`config.mk`:
```
export PLATFORM = sky130hd
export DESIGN_NAME = pipe_perf_counter
export DESIGN_NICKNAME = d
export VERILOG_FILES = /design/src/rtl/perf_pkg.sv /design/src/rtl/perf_sat_counter.sv /design/src/rtl/pipe_perf_counter.sv
export SDC_FILE = /design/constraint.sdc
export NUM_CORES = 1
export LEC_CHECK = 0
export BUFFER_PORTS_ARGS = -buffer_cell sky130_fd_sc_hd__buf_4
export CORE_MARGIN = 3
export CORE_UTILIZATION = 30
export CTS_CLUSTER_SIZE = 24
export DETAILED_ROUTE_END_ITERATION = 6
export GPL_TIMING_DRIVEN = 0
export SLEW_MARGIN = 0
export SYNTH_ARGS = -nofsm -noshare
export SYNTH_HDL_FRONTEND = slang
export SYNTH_SLANG_ARGS = --single-unit
export TNS_END_PERCENT = 10
```
`constraint.sdc`:
```
create_clock -name clk_i -period 3.7 [get_ports clk_i]
set_input_delay 0.74 -clock clk_i [delete_from_list [all_inputs] [get_ports clk_i]]
set_output_delay 0.74 -clock clk_i [all_outputs]
set_load 0.03 [all_outputs]
```
`src/rtl/perf_pkg.sv`:
```
// Shared types and helpers for the pipeline performance counter block.
package perf_pkg;

  typedef enum logic [1:0] {
    PERF_IDLE,
    PERF_RUN,
    PERF_DONE
  } perf_state_e;

  localparam int SEL_CYCLE = 0;

  function automatic int sel_width(input int n);
    return $clog2(n + 1);
  endfunction

endpackage

```
`src/rtl/perf_sat_counter.sv`:
```
// Saturating up-counter with synchronous clear; optional sticky overflow flag
// when PERF_OVF_FLAG_EN is defined.
module perf_sat_counter #(
  parameter int CNT_W = 32
) (
  input  logic             clk,
  input  logic             srst,
  input  logic             clr,
  input  logic             inc,
  output logic [CNT_W-1:0] cnt
`ifdef PERF_OVF_FLAG_EN
  ,output logic            ovf
`endif
);

  logic [CNT_W-1:0] cnt_reg;
  logic             at_max;

  assign at_max = (cnt_reg == {CNT_W{1'b1}});
  assign cnt    = cnt_reg;

  always_ff @(posedge clk) begin
    if (srst || clr) begin
      cnt_reg <= '0;
    end else if (inc && !at_max) begin
      cnt_reg <= cnt_reg + 1'b1;
    end
  end

`ifdef PERF_OVF_FLAG_EN
  logic ovf_reg;

  // Sticky: an increment that the counter could not absorb.
  always_ff @(posedge clk) begin
    if (srst || clr) begin
      ovf_reg <= 1'b0;
    end else if (inc && at_max) begin
      ovf_reg <= 1'b1;
    end
  end

  assign ovf = ovf_reg;
`endif

endmodule

```
`src/rtl/pipe_perf_counter.sv`:
```
// Windowed cycle/event monitor for the pipelined CPU with a registered indexed
// readout. Define PERF_OVF_FLAG_EN to add the per-counter ovf_o flags.
module pipe_perf_counter
  import perf_pkg::*;
#(
  parameter int NUM_EVT = 4,
  parameter int CNT_W   = 32,
  parameter int SEL_W   = sel_width(NUM_EVT)
) (
  input  logic               clk_i,
  input  logic               rst_i,
  input  logic               start_i,
  input  logic               stop_i,
  input  logic               clear_i,
  input  logic [CNT_W-1:0]   max_cycles_i,
  input  logic [NUM_EVT-1:0] evt_mask_i,
  input  logic [NUM_EVT-1:0] evt_i,
  input  logic [SEL_W-1:0]   rd_sel_i,
  output logic [CNT_W-1:0]   rd_data_o,
  output logic               busy_o,
  output logic               done_o
`ifdef PERF_OVF_FLAG_EN
  ,output logic [NUM_EVT:0]  ovf_o
`endif
);

  perf_state_e      state_reg, state_next;
  logic [CNT_W-1:0] lim_reg;
  logic [CNT_W-1:0] rd_data_reg, rd_mux;
  logic [CNT_W-1:0] cnt [NUM_EVT+1];
  logic [NUM_EVT:0] inc;
  logic             run, clr, limit_hit;
  logic [CNT_W:0]   cyc_next_ext;

  assign run = (state_reg == PERF_RUN);
  assign clr = ((state_reg == PERF_IDLE) && start_i) ||
               ((state_reg == PERF_DONE) && clear_i);
  assign inc = {evt_i & evt_mask_i & {NUM_EVT{run}}, run};

  // Compare one bit wider so a saturated cycle counter can never alias the limit.
  assign cyc_next_ext = {1'b0, cnt[SEL_CYCLE]} + {{CNT_W{1'b0}}, 1'b1};
  assign limit_hit    = (lim_reg != '0) && (cyc_next_ext == {1'b0, lim_reg});

  always_ff @(posedge clk_i) begin
    if (rst_i) begin
      state_reg <= PERF_IDLE;
      lim_reg   <= '0;
    end else begin
      state_reg <= state_next;
      if ((state_reg == PERF_IDLE) && start_i) begin
        lim_reg <= max_cycles_i;
      end
    end
  end

  always_comb begin
    state_next = state_reg;
    unique case (state_reg)
      PERF_IDLE: if (start_i) state_next = PERF_RUN;
      PERF_RUN:  if (stop_i || limit_hit) state_next = PERF_DONE;
      PERF_DONE: if (clear_i) state_next = PERF_IDLE;
      default:   state_next = PERF_IDLE;
    endcase
  end

  genvar gi;
  generate
    for (gi = 0; gi <= NUM_EVT; gi++) begin : g_cnt
      perf_sat_counter #(
        .CNT_W(CNT_W)
      ) u_cnt (
        .clk  (clk_i),
        .srst (rst_i),
        .clr  (clr),
        .inc  (inc[gi]),
        .cnt  (cnt[gi])
`ifdef PERF_OVF_FLAG_EN
        ,.ovf (ovf_o[gi])
`endif
      );
    end
  endgenerate

  // Unmatched selects fall through to zero.
  always_comb begin
    rd_mux = '0;
    for (int i = 0; i <= NUM_EVT; i++) begin
      if (rd_sel_i == SEL_W'(i)) rd_mux = cnt[i];
    end
  end

  always_ff @(posedge clk_i) begin
    if (rst_i) begin
      rd_data_reg <= '0;
    end else begin
      rd_data_reg <= rd_mux;
    end
  end

  assign rd_data_o = rd_data_reg;
  assign busy_o    = (state_reg == PERF_RUN);
  assign done_o    = (state_reg == PERF_DONE);

endmodule
```
==> results.yml <==
sta:
  fmax_ghz: 0.2966
  min_period_ns: 3.372
  holdWs_ns: 0.4599
  fin_crit_sh_pct: 91.13
  rsz0062_at_grt: "false"
  worstMarginPinSlew_ns: 0.9413
  worst_slack_ns: 0.3282
  setup_viol: 0
  hold_viol_final: 0
  relSlewSlack_pct: 37.11
  clock_skew_ns: 0.01307
  drv_slew: 0
  tns_ns: 0
power:
  power_density_nw_per_um2: 414.9
  power_leakage_nw: 4.658
  ir_worst_vdd_uv: 315.1
grt:
  antenna_found_initial: 0
  grt_max_degree: 15
  grt_pass1_vias: 9750
  grt_usage_pct: 15.87
  grt_pass1_wl_mm: 52.29
  grt_overflow: 0
detailed_routing:
  drt_iter0_markers: 771
  routedWlPerCell_um: 16.44
  vias: 10364
  routed_wl_mm: 33.33
  via_per_inst: 5.110
  ant_nets: 0
  dr.pass1.iters: 5
  drc_errors: 0
place:
  hpwl_mm: 25.51
  place.gp.congestion: 0.9663
  port-buffer-count: 79
  pre_cts_ws_ns: 0.2049
critical_path:
  cpLargestDelayFamily: "simple AND/OR/NAND/NOR gates"
  cp.required_ns: 4.09
  cpMaxStageDelayCell: "nor3_1"
  worstPathMaxFanout: 10
  rrSetupSlack_ns: 0.33
  rr_startpoint: "g_cnt[0].u_cnt.cnt[1]$_SDFFE_PP0P_"
  start_kind: "flip-flop"
  cp.buffers_inverters: 2
  worstSetupPathType: "flip-flop to flip-flop"
  crit_top_cell: "clkbuf_1"
  worstSetupEndpointType: "flip-flop"
  crit_chain: "ha_1 > clkbuf_1 > nand3_1 > nor3_1 > a31oi_1 > clkbuf_1 > nand2_1 > xor2_1 > nor2_1"
  worstRegToRegCells: 9
  r2r-end: "g_cnt[0].u_cnt.cnt[5]$_SDFFE_PP0P_"
  arrival_ns: 3.76
  cpPeakStageDelay_ns: 0.62
clocking:
  insertion_delay_ns: 0.52
  cts-root-buf: "clkbuf_16"
  htreeDepth: 1
  cts_tree: "yes"
  cts_buffers: 25
  path_clk_slew_ns: 0.07
  cts_sinks: 226
  ctsLongestPathBuffers: 3
final_layout:
  diodes: 0
  areaGrowthSynthToFinish_pct: 18.95
  nets: 1559
  drive_above_1_share_pct: 10.30
  largest_register_ffs: 160
  fill_cells: 3852
die:
  die_w_um: 200.9
  ios: 82
  start_util_pct: 30.76
  die_area_um2: 40360
  coreArea_um2: 37050
  fp.dieH_um: 200.9
  row_count: 70
synthesis:
  synth_area_per_cell_um2: 8.145
  netlist_area_um2: 11390
  synthCells: 1399
  synth_ff_type: "dfxtp_1"
  synth-seq-area-share_pct: 39.71
  synth_cell_types: 58
  async_reset_ff_share_pct: 0
  synth.ff_latch_count: 226
  synth-edff-count: 0
  synth.largest_area_cell: "dfxtp_1"
  synthTopCellsByArea: "dfxtp_1 40%, xor2_1 8.1%, nor2_1 7.0%"
  yosysTopAreaCellShare_pct: 39.71
  syn_nets: 1452
  ys.warnings.count: 0
hold_path:
  hold_path_startpoint: "max_cycles_i[24]"
  holdPathEnd: "lim_reg[24]$_SDFFE_PP0P_"
  hp-class: "primary input to flip-flop"
  hold_path_depth: 3
run_status:
  status: "completed"
run:
  maxCapViolations: 0
[worst max path at each step]
stage / start / end / slack, ns / depth (start not counted)
detailed placement: g_cnt[0].u_cnt.cnt[0]$_SDFFE_PP0P_ / state_reg[0]$_SDFFE_PP0P_ / 0.20 / 9
finish: g_cnt[0].u_cnt.cnt[1]$_SDFFE_PP0P_ / g_cnt[0].u_cnt.cnt[5]$_SDFFE_PP0P_ / 0.33 / 9
CTS: g_cnt[0].u_cnt.cnt[0]$_SDFFE_PP0P_ / state_reg[0]$_SDFFE_PP0P_ / 0.16 / 9
floorplan: g_cnt[0].u_cnt.cnt[8]$_SDFFE_PP0P_ / state_reg[0]$_SDFFE_PP0P_ / 1.05 / 10
global route: g_cnt[0].u_cnt.cnt[1]$_SDFFE_PP0P_ / g_cnt[0].u_cnt.cnt[3]$_SDFFE_PP0P_ / 0.05 / 9
global placement: state_reg[0]$_SDFFE_PP0P_ / g_cnt[4].u_cnt.cnt[30]$_SDFFE_PP0P_ / -0.08 / 9
[kinds of logic (layout without fill, tap and decap cells)]
logic type               Yosys count  after routing  share of synthesized area (%)
flip-flops                       226            226                          39.71
AO/OA/AOI/OAI                    184            184                          10.01
XOR/XNOR                         185            185                          14.22
buffers and inverters            105            230                          3.591
adder cells (fa/ha/maj)            5              5                         0.5490
AND/OR/NAND/NOR                  657            657                          28.12
multiplexers                      37             37                          3.799
[cell usage in the layout (no fill, tap or decap), types with 6 or more instances in the layout]
master      Yosys  layout
and3_1         28      28
mux2i_1        32      32
o21ai_0        74      74
buf_2           9       9
inv_1          16      16
a221o_1        26      26
nand4_1        51      51
nand2_1       161     161
nor3_1         21      21
clkinvlp_4      0       6
nor4_1         22      21
nor2b_1         9       9
xnor2_1        79      79
xor2_1        106     106
or3_1          18      18
and4_1         26      26
buf_4           1      80
clkbuf_16       0      25
nor2_1        211     210
nand3b_1        6       6
and2_1         10      10
clkbuf_1       76      76
a21oi_1        55      55
nand3_1        70      70
dfxtp_1       226     226
[cells in the mapped netlist, drive strengths merged, types with 2 or more instances]
master and instances:
and3 29, o211ai 5, nand2 161, a211o 2, a21oi 56, xor2 106, and4 27, a31oi 2
nand4 54, mux2i 32, ha 5, mux4 5, nor3b 4, or4 4, o2111ai 2, nand3 70
nor4 22, nor2 211, a221o 26, a22oi 5, a211oi 6, buf 12, or2 2, inv 16
or3 19, xnor2 79, clkbuf 76, nor2b 9, o21ai 74, dfxtp 226, nand3b 6, nor3 21
and2 10
[per-layer routing]
metal | up-vias | GRT usage, % | wire length, um | part of all wire, %
met5 | - | 0 | 0 | 0
met4 | 0 | 5.044 | 1022 | 3.1
met3 | 63 | 2.189 | 2047 | 6.1
met2 | 297 | 26.23 | 15200 | 46
met1 | 4916 | 21.46 | 15060 | 45
li1 | 5088 | - | - | -
[worst min-delay path, delay by kind of cell]
family	cells	cell delay (ns)
and+or+nand+nor	1	0.04
AOI/OAI and AO/OA	1	0.05
buffers and inverters	1	0.11
[where the power goes]
| group | total [mW] | switching (mW) | internal [mW] |
|---|---|---|---|
| sequential | 2.50 | 0.0343 | 2.47 |
| clock | 2.72 | 1.04 | 1.67 |
| combinational | 0.405 | 0.259 | 0.145 |
| total | 5.62 | 1.34 | 4.29 |
[cell type report]
cell class | instances | area, um^2 | area share, %
plain buffers | 88 | 345.3 | 2.548
clock buffers | 29 | 680.7 | 5.022
well taps | 504 | 630.6 | 4.652
inverters | 17 | 63.81 | 0.4708
multi-input cells | 1068 | 6470 | 47.73
repair buffers | 80 | 608.1 | 4.486
flip-flops and latches | 226 | 4524 | 33.38
clock inverters | 16 | 231.5 | 1.708
[through the flow]
stage / utilization, % / area [um^2] / power [mW] / std cells
global route: 36.59 / 13550 / 5.804 / 2028
global placement: 34.06 / 12620 / 2.955 / 1982
CTS: 36.57 / 13550 / 5.679 / 2028
finish: 36.59 / 13550 / 5.623 / 2028
detailed placement: 34.11 / 12640 / 2.963 / 1983
floorplan: - / 11390 / 2.798 / 1399
[timing repair]
item,in CTS,in global routing
setup buffers,0,0
resized for setup,0,1
hold buffers,0,0
setup endpoints to repair,0,2
Power figures use the tool's default switching activity.
